### src/rtl/io_controller_if.sv
// Core/UART-facing signal bundle for io_controller.
// slave is the controller's view, master is the driving environment.
interface io_controller_if;
  logic        input_req;
  logic [31:0] input_data;
  logic        input_valid;
  logic [31:0] output_data;
  logic        output_valid;
  logic        io_stall;
  logic [7:0]  rx_data;
  logic        rx_valid;
  logic [7:0]  tx_data;
  logic        tx_start;
  logic        tx_busy;
  logic        rx_overrun;

  modport slave (
    input  input_req, output_data, output_valid, rx_data, rx_valid, tx_busy,
    output input_data, input_valid, io_stall, tx_data, tx_start, rx_overrun
  );

  modport master (
    output input_req, output_data, output_valid, rx_data, rx_valid, tx_busy,
    input  input_data, input_valid, io_stall, tx_data, tx_start, rx_overrun
  );
endinterface

### src/rtl/io_controller.sv
// I/O stage: buffers UART RX bytes into little-endian 32-bit input words and
// splits core output words into a byte queue feeding the UART transmitter.
module io_controller #(
  parameter int unsigned RX_DEPTH = 16,
  parameter int unsigned TX_DEPTH = 16
) (
  input  logic           clk,
  input  logic           rstn,
  io_controller_if.slave io
);
  localparam int unsigned RXAW = $clog2(RX_DEPTH);
  localparam int unsigned RXCW = RXAW + 1;
  localparam int unsigned TXAW = $clog2(TX_DEPTH);
  localparam int unsigned TXCW = TXAW + 1;
  localparam logic [RXCW-1:0] RX_FULL = RXCW'(RX_DEPTH);
  localparam logic [RXCW-1:0] RX_WORD = RXCW'(4);
  localparam logic [TXCW-1:0] TX_FULL = TXCW'(TX_DEPTH);
  localparam logic [TXCW-1:0] TX_WORD = TXCW'(4);

  typedef enum logic [1:0] {IN_IDLE, IN_WAIT, IN_ACK} in_state_e;
  typedef enum logic       {TX_IDLE, TX_GUARD}        tx_state_e;

  // ---------------- RX FIFO ----------------
  logic [7:0]      rx_mem_q [RX_DEPTH];
  logic [RXAW-1:0] rx_wr_q, rx_rd_q;
  logic [RXCW-1:0] rx_cnt_q, rx_cnt_d;
  logic            rx_overrun_q;
  logic            rx_push, rx_pop;
  logic [31:0]     rx_word;

  in_state_e       in_state_q;
  logic            in_valid_q;
  logic [31:0]     in_data_q;

  assign rx_pop  = (in_state_q == IN_WAIT) && (rx_cnt_q >= RX_WORD);
  // A full FIFO still takes a byte when four are leaving in the same cycle.
  assign rx_push = io.rx_valid && ((rx_cnt_q < RX_FULL) || rx_pop);
  assign rx_word = {rx_mem_q[rx_rd_q + RXAW'(3)], rx_mem_q[rx_rd_q + RXAW'(2)],
                    rx_mem_q[rx_rd_q + RXAW'(1)], rx_mem_q[rx_rd_q]};

  always_comb begin
    rx_cnt_d = rx_cnt_q;
    if (rx_push) rx_cnt_d = rx_cnt_d + RXCW'(1);
    if (rx_pop)  rx_cnt_d = rx_cnt_d - RX_WORD;
  end

  always_ff @(posedge clk) begin
    if (rx_push) rx_mem_q[rx_wr_q] <= io.rx_data;
  end

  always_ff @(posedge clk or negedge rstn) begin
    if (!rstn) begin
      rx_wr_q      <= '0;
      rx_rd_q      <= '0;
      rx_cnt_q     <= '0;
      rx_overrun_q <= 1'b0;
    end else begin
      rx_cnt_q <= rx_cnt_d;
      if (rx_push) rx_wr_q <= rx_wr_q + RXAW'(1);
      if (rx_pop)  rx_rd_q <= rx_rd_q + RXAW'(4);
      if (io.rx_valid && !rx_push) rx_overrun_q <= 1'b1;
    end
  end

  // ---------------- Input FSM ----------------
  always_ff @(posedge clk or negedge rstn) begin
    if (!rstn) begin
      in_state_q <= IN_IDLE;
      in_valid_q <= 1'b0;
      in_data_q  <= '0;
    end else begin
      case (in_state_q)
        IN_IDLE: begin
          in_valid_q <= 1'b0;
          if (io.input_req) in_state_q <= IN_WAIT;
        end
        IN_WAIT: begin
          if (rx_pop) begin
            in_data_q  <= rx_word;
            in_valid_q <= 1'b1;
            in_state_q <= IN_ACK;
          end
        end
        IN_ACK: begin
          in_valid_q <= 1'b0;
          in_state_q <= IN_IDLE;
        end
        default: begin
          in_valid_q <= 1'b0;
          in_state_q <= IN_IDLE;
        end
      endcase
    end
  end

  // ---------------- TX FIFO ----------------
  logic [7:0]      tx_mem_q [TX_DEPTH];
  logic [TXAW-1:0] tx_wr_q, tx_rd_q;
  logic [TXCW-1:0] tx_cnt_q, tx_cnt_d, tx_free;
  logic            tx_accept, tx_pop;
  tx_state_e       tx_state_q;
  logic            tx_start_q;
  logic [7:0]      tx_data_q;

  // Room is judged on the registered count, before this cycle's drain.
  assign tx_free   = TX_FULL - tx_cnt_q;
  assign tx_accept = io.output_valid && (tx_free >= TX_WORD);
  assign tx_pop    = (tx_state_q == TX_IDLE) && (tx_cnt_q != '0) && !io.tx_busy;

  always_comb begin
    tx_cnt_d = tx_cnt_q;
    if (tx_accept) tx_cnt_d = tx_cnt_d + TX_WORD;
    if (tx_pop)    tx_cnt_d = tx_cnt_d - TXCW'(1);
  end

  always_ff @(posedge clk) begin
    if (tx_accept) begin
      for (int unsigned k = 0; k < 4; k++) begin
        tx_mem_q[tx_wr_q + TXAW'(k)] <= io.output_data[8*k +: 8];
      end
    end
  end

  always_ff @(posedge clk or negedge rstn) begin
    if (!rstn) begin
      tx_wr_q  <= '0;
      tx_rd_q  <= '0;
      tx_cnt_q <= '0;
    end else begin
      tx_cnt_q <= tx_cnt_d;
      if (tx_accept) tx_wr_q <= tx_wr_q + TXAW'(4);
      if (tx_pop)    tx_rd_q <= tx_rd_q + TXAW'(1);
    end
  end

  // ---------------- TX drain FSM ----------------
  always_ff @(posedge clk or negedge rstn) begin
    if (!rstn) begin
      tx_state_q <= TX_IDLE;
      tx_start_q <= 1'b0;
      tx_data_q  <= '0;
    end else begin
      case (tx_state_q)
        TX_IDLE: begin
          tx_start_q <= 1'b0;
          if (tx_pop) begin
            tx_data_q  <= tx_mem_q[tx_rd_q];
            tx_start_q <= 1'b1;
            tx_state_q <= TX_GUARD;
          end
        end
        TX_GUARD: begin
          tx_start_q <= 1'b0;
          tx_state_q <= TX_IDLE;
        end
        default: begin
          tx_start_q <= 1'b0;
          tx_state_q <= TX_IDLE;
        end
      endcase
    end
  end

  // ---------------- Outputs ----------------
  assign io.input_data  = in_data_q;
  assign io.input_valid = in_valid_q;
  assign io.tx_data     = tx_data_q;
  assign io.tx_start    = tx_start_q;
  assign io.rx_overrun  = rx_overrun_q;
  assign io.io_stall    = (io.input_req & ~in_valid_q) | (io.output_valid & (tx_free < TX_WORD));
endmodule

### src/flat_wrapper.sv
// flat-port wrapper written by rule: the top's interface ports become plain ports
module io_controller_flat 
#(
  parameter int unsigned RX_DEPTH = 16,
  parameter int unsigned TX_DEPTH = 16
)
  (clk, rstn, io_input_req, io_output_data, io_output_valid, io_rx_data, io_rx_valid, io_tx_busy, io_input_data, io_input_valid, io_io_stall, io_tx_data, io_tx_start, io_rx_overrun);
  io_controller_if io_i ();
  input  logic clk;
  input  logic rstn;
  input wire logic [$bits(io_i.input_req)-1:0] io_input_req;
  input wire logic [$bits(io_i.output_data)-1:0] io_output_data;
  input wire logic [$bits(io_i.output_valid)-1:0] io_output_valid;
  input wire logic [$bits(io_i.rx_data)-1:0] io_rx_data;
  input wire logic [$bits(io_i.rx_valid)-1:0] io_rx_valid;
  input wire logic [$bits(io_i.tx_busy)-1:0] io_tx_busy;
  output wire logic [$bits(io_i.input_data)-1:0] io_input_data;
  output wire logic [$bits(io_i.input_valid)-1:0] io_input_valid;
  output wire logic [$bits(io_i.io_stall)-1:0] io_io_stall;
  output wire logic [$bits(io_i.tx_data)-1:0] io_tx_data;
  output wire logic [$bits(io_i.tx_start)-1:0] io_tx_start;
  output wire logic [$bits(io_i.rx_overrun)-1:0] io_rx_overrun;
  assign io_i.input_req = io_input_req;
  assign io_i.output_data = io_output_data;
  assign io_i.output_valid = io_output_valid;
  assign io_i.rx_data = io_rx_data;
  assign io_i.rx_valid = io_rx_valid;
  assign io_i.tx_busy = io_tx_busy;
  assign io_input_data = io_i.input_data;
  assign io_input_valid = io_i.input_valid;
  assign io_io_stall = io_i.io_stall;
  assign io_tx_data = io_i.tx_data;
  assign io_tx_start = io_i.tx_start;
  assign io_rx_overrun = io_i.rx_overrun;
  io_controller #(.RX_DEPTH(RX_DEPTH), .TX_DEPTH(TX_DEPTH)) u_core (.clk(clk), .rstn(rstn), .io(io_i));
endmodule
### config.mk
export PLATFORM = sky130hd
export DESIGN_NAME = io_controller_flat
export DESIGN_NICKNAME = d
export VERILOG_FILES = /design/src/rtl/io_controller_if.sv /design/src/rtl/io_controller.sv /design/src/flat_wrapper.sv
export SDC_FILE = /design/constraint.sdc
export NUM_CORES = 1
export LEC_CHECK = 0
export BUFFER_PORTS_ARGS = -buffer_cell sky130_fd_sc_hd__buf_2
export CORE_ASPECT_RATIO = 1.5
export CORE_MARGIN = 2
export CORE_UTILIZATION = 41
export DETAILED_ROUTE_END_ITERATION = 10
export SYNTH_ARGS = -nofsm -noshare
export SYNTH_HDL_FRONTEND = slang
export SYNTH_SLANG_ARGS = --single-unit
### constraint.sdc
create_clock -name clk -period 3.25 [get_ports clk]
set_input_delay 0.1625 -clock clk [delete_from_list [all_inputs] [get_ports clk]]
set_output_delay 0.1625 -clock clk [all_outputs]
set_load 0.01 [all_outputs]
== After elaboration in Yosys (flattened, before gate mapping) ==
Memories as Yosys holds them, arrays and structs flattened. A register that Yosys moved wholly into a read port is not among the register bits.
Index checks and enable logic that the tools add are counted.
Operators by class
  bitwise gates (word level): 5
  order comparisons: 4
  reduce and logical (&&, ||, !) cells: 19
  add/subtract/negate cells: 15
  muxes and demuxes: 15
  equal/unequal tests: 3
Operator list (count)
  $mux 5: 4
  $add 4x1->4 const B: 4
  $add 4x2->4 const B: 4
  $ge 5x3->1 const B: 2
  $add 4x3->4 const B: 2
  $logic_not 1->1: 7
  $mux 1: 7
  $logic_and 1x1->1: 6
  $reduce_and 2->1: 3
  $add 5x1->5 const B: 1
  $add 5x3->5 const B: 1
  $lt 5x3->1 const B: 1
  $lt 5x5->1 const B: 1
  $reduce_bool 5->1: 1
  $sub 5x1->5 const B: 1
  $sub 5x3->5 const B: 1
  $sub 5x5->5 const A: 1
  $mux 2: 2
  $pmux 2 s2: 1
  $and 1x1->1: 2
  $eq 2x1->1 const B: 1
  $logic_not 2->1: 1
  $ne 2x1->1 const B: 1
  $ne 2x2->1 const B: 1
  4 further kinds: 5
Word-level totals
  input port bits: 46
  logic and storage cells: 73
  output and inout port bits: 44
  bits in writable memories: 256
  memories kept: 2
  register bits: 31
Memories
  u_core.rx_mem_q: words 16, bits a word 8, read ports 4, clocked after Yosys merged registers in 4, wr ports 1, line io_controller.sv:24  | logic [7:0] rx_mem_q [RX_DEPTH];
  u_core.tx_mem_q: words 16, bits a word 8, read ports 1, clocked after Yosys merged registers in 1, wr ports 4, line io_controller.sv:97  | logic [7:0] tx_mem_q [TX_DEPTH];

== Longest topological paths before layout ==
Gate-level depths: netlist (run 1).
  depth after elaboration: 7
  gate-level depth with buffers: 12
  mapped depth without buffers: 10

== Worst setup path after synthesis (run 1) ==
Ideal clock, no wire load.
  path type: flip-flop to flip-flop
  start: register u_core.tx_cnt_q[2]
  end: memory u_core.tx_mem_q[0][0], enable pin
  required time: 2.858 ns
  path slack: 0.273 ns
  stages on the path, launching flop included: 9
  library setup time: 0.392 ns
  arrival time: 2.585 ns
  path buffers: 1
  period minus slack after synthesis: 2.977 ns
  path through: dfrtp_1 inv_1 ha_1 and2_1 ha_1 a41o_1 a31oi_1 buf_2 and2_1
RTL lines
  from (decl): line io_controller.sv:99  | logic [TXCW-1:0] tx_cnt_q, tx_cnt_d, tx_free;
  from (signal assigned): line io_controller.sv:130  | tx_cnt_q <= tx_cnt_d;
  to (decl): line io_controller.sv:97

== Worst setup path in the final report (run 1) ==
  start: register u_core.tx_cnt_q[2]
  end: register u_core.tx_data_q[6], in the netlist u_core.io.tx_data[6], read port of u_core.tx_mem_q
Between the ends
  word-level cells in the longest chain between the ends: 4
Ends and longest elaborated chain
  $reduce_bool 5->1: line io_controller.sv:108  | assign tx_pop = (tx_state_q == TX_IDLE) && (tx_cnt_q != '0) && !io.tx_busy;
  $logic_and 1x1->1 (2 in a row): line io_controller.sv:108
  $reduce_and 2->1 (no source line)
  to (decl): line io_controller.sv:103  | logic [7:0] tx_data_q;
Every way passes these cells.
A chain may end at the register's enable or synchronous reset.

==> flow_summary_export.csv, run 1 <==
group,metric,value,unit
synthesis,yosys.area_share.xor_xnor,1.47,%
worst_setup_path,max_stage_delay,0.68,ns
worst_setup_path,crit_chain,"inv_1 > ha_1 > and2_1 > ha_1 > or3_1 > nor2_1 > nand4_1 > nand3_1",
drt,wl_per_cell,20.8,µm
timing,setup_viol,0,
clock_tree,numCtsBuffers,30,
placed_design,place_inst,1093,
clock_tree,cts_buffer_depth,3,
floorplan,die_y,218,µm
floorplan,die_w,147,µm
placed_design,dp_hpwl,15600,µm
clock_tree,cts.sinks,323,
run_status,status,"finished clean",
worst_setup_path,cp_max_fo,14,
drt,detail_route.wirelength,24700,µm
synthesis,synth_top_family_by_area,"multiplexers",
grt,grt_usage,15.8,%
synthesis,synthSimpleGateAreaFrac,3.82,%
min_path,worstHoldStart,"io_rx_data[5]",
timing,fmax,344,MHz
floorplan,rows,78,
clock_tree,clkTransAtPathRegs,0.06,ns
worst_setup_path,path_buf_inv,1,
synthesis,ys_seq_elements,323,
synthesis,synth-compound-area-share,2.10,%
worst_setup_path,crit_path_end_kind,"register",
layout,area_growth,18.7,%
placed_design,numPortBuffers,89,
power,p_per_area,894,nW/µm²
drt,avgViaCountPerCell,5.23,
synthesis,synthArstFlopShare,20.7,%
timing,fin_crit_sh,89.5,%
floorplan,initial_utilization,41.5,%
placed_design,place.gp.congestion,0.735,
worst_setup_path,worstSetupPathType,"register to register",
min_path,hp-class,"input pin to register",
worst_setup_path,reg2reg_slack,0.34,ns
layout,drive_gt1_share,32.5,%
timing,setup-tns-final,0,ns
synthesis,synth_cell_types,45,
synthesis,avgSynthCellArea,20.1,µm²
grt,grt_overflow,0,
synthesis,synth_edf_count,256,
grt,antenna_found_initial,0,
synthesis,synth_ff_type,"edfxtp_1",
clock_tree,root_buffer,"clkbuf_16",
synthesis,synth_top_area_share,61.4,%
synthesis,synthCells,622,
drt,drc,0,
worst_setup_path,crit_path_start_kind,"register",
synthesis,synthTopCellsByCount,"256 x edfxtp_1, 67 x dfrtp_1, 62 x mux4_2, 33 x mux2_2, 22 x nand2_1",
clock_tree,cts_tree,"yes",
power,power.total,13300,µW
synthesis,synth_area_leaders,"edfxtp_1 61%, dfrtp_1 13%, mux4_2 11%",
timing,fin_crit,2.91,ns
synthesis,synth.area.mux_share,14.5,%
placed_design,place_area,13500,µm²
drt,ant_nets,0,
worst_setup_path,crit_path_frequent_cell,"ha_1",
worst_setup_path,cp.arrival,3.39,ns
timing,slew_viol_final,0,
floorplan,die_area,32000,µm²
worst_setup_path,cp.required,3.73,ns
synthesis,yosys.area_share.adder,1.60,%
synthesis,ys_warn_count,0,
floorplan,core-area,30200,µm²
timing,rsz0062_at_grt,"no",
drt,drt_pass1_iterations,4,
timing,relSlewSlack,35.2,%
clock_tree,ctsHtreeMaxLevel,1,
timing,worst_clock_skew,0.00978,ns
timing,hold_viol_final,0,
layout,fin_area,14900,µm²
layout,diodes,0,
synthesis,synth_area,12500,µm²
power,peakVddDrop,596,µV
worst_setup_path,startpoint,"u_core.tx_cnt_q[2]",
clock_tree,clock_latency,0.55,ns
clock_tree,cts-resized-gates,0,
floorplan,ios,90,
grt,grt_max_degree,68,
worst_setup_path,r2r-start,"u_core.tx_cnt_q[2]",
synthesis,synth_nets,684,
timing,hold_slack,0.0188,ns
worst_setup_path,critPathSlowestCell,"or3_1",
grt,grt_pass1_wl,39100,µm
synthesis,yosys.area.top_type,"edfxtp_1",
drt,drt-initial-drc-count,320,
synthesis,ys_seq_area_share,74.8,%
timing,tightest_slew,0.971,ns
synthesis,synth.most_common_cell,"edfxtp_1",
layout,nets,822,
grt,grt_pass1_vias,6883,
power,p_leak,0.00525,µW
layout,stdcell_count,1184,
worst_setup_path,cp_top_family,"simple AND/OR/NAND/NOR gates",
drt,route.vias.total,6190,
flow_run,drv_cap,0,
metal layers:
metal | GRT usage [%] | wire length [µm] | vias up
met3 | 2.43 | 1020 | 36
met4 | 4.17 | 509 | 0
li1 | - | - | 2747
met1 | 17.5 | 9130 | 3256
met2 | 31.3 | 14000 | 151
met5 | 0 | 0 | -
where the power goes:
| group | internal [µW] | switching [µW] | total (µW) | leakage [µW] |
|---|---|---|---|---|
| clock network | 2210 | 1490 | 3710 | 0.000514 |
| logic | 1820 | 1800 | 3620 | 0.00161 |
| registers | 5400 | 571 | 5980 | 0.00312 |
| total | 9440 | 3860 | 13300 | 0.00525 |
cell type report:
type                    instances  area (µm²)
clock buffers                  39         836
clock inverters                17         228
fillers                      2447       15300
inverters                      12        57.6
multi-input cells             258        2950
flip-flops and latches        323        9370
well taps                     400         500
repair buffers                135         931
worst paths after layout:
check                                                to  depth (start not counted)
max in group asynchronous             u_core.rx_rd_q[2]                          2
worst max-delay path               u_core.io.tx_data[6]                          8
worst min register to register     u_core.in_state_q[0]                          1
worst min-delay path              u_core.rx_mem_q[1][5]                          1
worst max register to register     u_core.io.tx_data[6]                          8
min in group asynchronous       u_core.io.input_data[3]                          2
cells by family after synthesis:
family / count (synthesis)
buffers and inverters: 41
DFF: 323
muxes: 100
xor gates and xnor gates: 21
adders and majority gates: 16
and+or+nand+nor: 86
AOI/OAI and AO/OA: 35
worst reg2reg max path, cell delays in order, from the launching register on:
cell and delay [ns]:
dfrtp_1 0.49, inv_1 0.17, ha_1 0.23, and2_1 0.14, ha_1 0.18, or3_1 0.68
nor2_1 0.64, nand4_1 0.21, nand3_1 0.12
stage by stage:
stage,util [%],setup WS [ns]
finish,49.3,0.340
global route,49.3,0.140
CTS,49.3,0.312
detailed placement,44.6,0.322
global placement,44.6,0.561
floorplan,-,0.273
sequential cells by signal (all words and copies together) (netlist names):
name,flops
u_core.tx_rd_q,4
u_core.tx_mem_q,128
u_core.tx_wr_q,2
u_core.rx_mem_q,128
u_core.io.input_valid,1
u_core.tx_cnt_q,5
u_core.io.input_data,32
u_core.in_state_q,2
u_core.io.rx_overrun,1
u_core.rx_rd_q,2
u_core.io.tx_data,8
u_core.rx_cnt_q,5
u_core.tx_state_q,1
u_core.rx_wr_q,4
timing repair:
action / 4_1_cts / 5_1_grt
hold buffers: 35 / 0
hold endpoints to repair: 197 / 0
setup buffers: 0 / 0
placed cells by master (no fill, tap or decap), drive strengths merged, types with 11 or more instances in the layout:
cell type	n
and2	17
buf	100
clkbuf	39
dfrtp	67
dlygate4sd3	35
edfxtp	256
ha	16
inv	11
mux2	33
mux4	62
nand2	23
nand3	11
xnor2	14
No activity file was read; power rests on OpenSTA's default activity.
==> inputs of run 2 (changes only) <==
--- a/config.mk
+++ b/config.mk
@@ -10,6 +10,7 @@
 export CORE_MARGIN = 2
 export CORE_UTILIZATION = 41
 export DETAILED_ROUTE_END_ITERATION = 10
+export GPL_TIMING_DRIVEN = 0
 export SYNTH_ARGS = -nofsm -noshare
 export SYNTH_HDL_FRONTEND = slang
 export SYNTH_SLANG_ARGS = --single-unit
==> constraint.sdc (replaced) <==
create_clock -name clk -period 2.9 [get_ports clk]
set_input_delay 0.145 -clock clk [delete_from_list [all_inputs] [get_ports clk]]
set_output_delay 0.145 -clock clk [all_outputs]
set_load 0.01 [all_outputs]
==> flow_summary_export.csv, run 2 (same netlist as run 1, synthesis figures left out) <==
group,metric,value,unit
worst_setup_path,cp.arrival,3.02,ns
worst_setup_path,crit_path_frequent_cell,"ha_1",
flow_run,drv_cap,0,
worst_setup_path,cp_max_fo,19,
timing,setup_viol,0,
drt,drt-initial-drc-count,398,
worst_setup_path,r2r-start,"u_core.tx_cnt_q[2]",
layout,nets,856,
worst_setup_path,crit_chain,"inv_1 > ha_1 > and2_1 > ha_1 > a41o_1 > a31oi_1 > buf_6 > and2_2",
placed_design,numPortBuffers,89,
worst_setup_path,cp_top_family,"adder cells",
timing,slew_viol_final,0,
clock_tree,ctsHtreeMaxLevel,1,
clock_tree,clock_latency,0.56,ns
layout,multi_input_area,3040,µm²
floorplan,die_area,32000,µm²
placed_design,dp_slack,-0.223,ns
layout,fin_area,15000,µm²
timing,tightest_slew,0.879,ns
grt,antenna_found_initial,0,
timing,fin_crit,2.79,ns
worst_setup_path,crit_path_start_kind,"register",
clock_tree,numCtsBuffers,30,
clock_tree,cts.sinks,323,
grt,grt_usage,16.7,%
grt,grt_max_degree,60,
power,peakVddDrop,811,µV
drt,ant_nets,0,
timing,fin_crit_sh,96.2,%
min_path,worstHoldStart,"io_rx_data[6]",
timing,setup-tns-final,0,ns
drt,detail_route.wirelength,27500,µm
worst_setup_path,worstSetupPathType,"register to register",
power,p_per_area,1000,nW/µm²
floorplan,die_w,147,µm
drt,route.vias.total,6387,
layout,final_cell_mix,"256 x edfxtp_1, 102 x buf_2, 67 x dfrtp_1, 62 x mux4_2, 39 x dlygate4sd3_1",
timing,fmax,358,MHz
layout,layout_commonest_cell,"edfxtp_1",
power,p_leak,0.00536,µW
floorplan,die_y,218,µm
min_path,hp-class,"input pin to register",
timing,relSlewSlack,41.4,%
floorplan,initial_utilization,41.5,%
clock_tree,cts_buffer_depth,3,
drt,drc,0,
worst_setup_path,crit_path_end_kind,"register",
timing,setup_ws,0.110,ns
clock_tree,root_buffer,"clkbuf_16",
timing,hold_viol_final,0,
worst_setup_path,cp.required,3.13,ns
floorplan,core-area,30200,µm²
worst_setup_path,startpoint,"u_core.tx_cnt_q[2]",
worst_setup_path,max_stage_delay,0.50,ns
power,power.total,15100,µW
grt,grt_overflow,0,
layout,area_growth,20.1,%
grt,grt_pass1_wl,40500,µm
clock_tree,clkTransAtPathRegs,0.07,ns
floorplan,ios,90,
grt,grt_pass1_vias,6963,
floorplan,rows,78,
layout,num-fill-cells,2458,
drt,avgViaCountPerCell,5.24,
worst_setup_path,path_buf_inv,2,
layout,regArea,9360,µm²
layout,diodes,0,
clock_tree,cts_tree,"yes",
run_status,status,"finished clean",
placed_design,place_area,13500,µm²
drt,wl_per_cell,22.6,µm
timing,worst_clock_skew,0.00935,ns
worst_setup_path,critPathSlowestCell,"dfrtp_1",
placed_design,dp_hpwl,16900,µm
placed_design,place.gp.congestion,0.773,
layout,drive_gt1_share,33.3,%
drt,drt_pass1_iterations,4,
-- run 2: metrics by stage --
step,instances,utilization [%],hold slack [ns]
detailed placement,1112,44.8,0.00280
global placement,1111,44.7,0.359
finish,1218,49.9,0.0231
floorplan,622,-,-0.151
global route,1218,49.9,0.0258
CTS,1207,49.4,0.0125
-- run 2: final timing paths --
| kind | end | slack [ns] | cells after the start |
|---|---|---|---|
| worst min-delay path | u_core.rx_mem_q[10][6] | 0.02 | 1 |
| min in group asynchronous | u_core.io.input_data[0] | 0.16 | 3 |
| worst max-delay path | u_core.tx_mem_q[13][6] | 0.11 | 8 |
| worst min register to register | u_core.in_state_q[0] | 0.42 | 1 |
| max in group asynchronous | u_core.io.tx_data[3] | 1.91 | 3 |
| worst max register to register | u_core.tx_mem_q[13][6] | 0.11 | 8 |
-- run 2: power by group --
group	leakage (µW)	internal (µW)	switching (µW)
combinational	0.00173	2130	2430
clock	0.000501	2360	1670
sequential	0.00312	6060	425
-- run 2: repair_timing --
action,4_1_cts,5_1_grt
buffers inserted,0,2
endpoints found under the setup margin,129,133
pin swaps,0,7
endpoints found under the hold margin,245,0
resized for setup,1,14
hold buffers,39,0
gates cloned,0,9
-- run 2: final cells by class --
cell class / count / area share [%]
multi-input combinational: 267 / 20.2
buffer: 29 / 1.09
tap: 400 / 3.33
inverter: 12 / 0.383
sequential: 323 / 62.3
timing repair buffer: 131 / 6.02
clock inverter: 17 / 1.26
clock buffer: 39 / 5.49
-- run 2: layer usage --
layer,part of all wire [%],vias to the layer above,global-route usage [%]
met5,0,-,0
met4,1.9,0,4.53
met3,4.5,40,2.15
met2,58,195,33.3
met1,36,3328,18.4
li1,-,2824,-
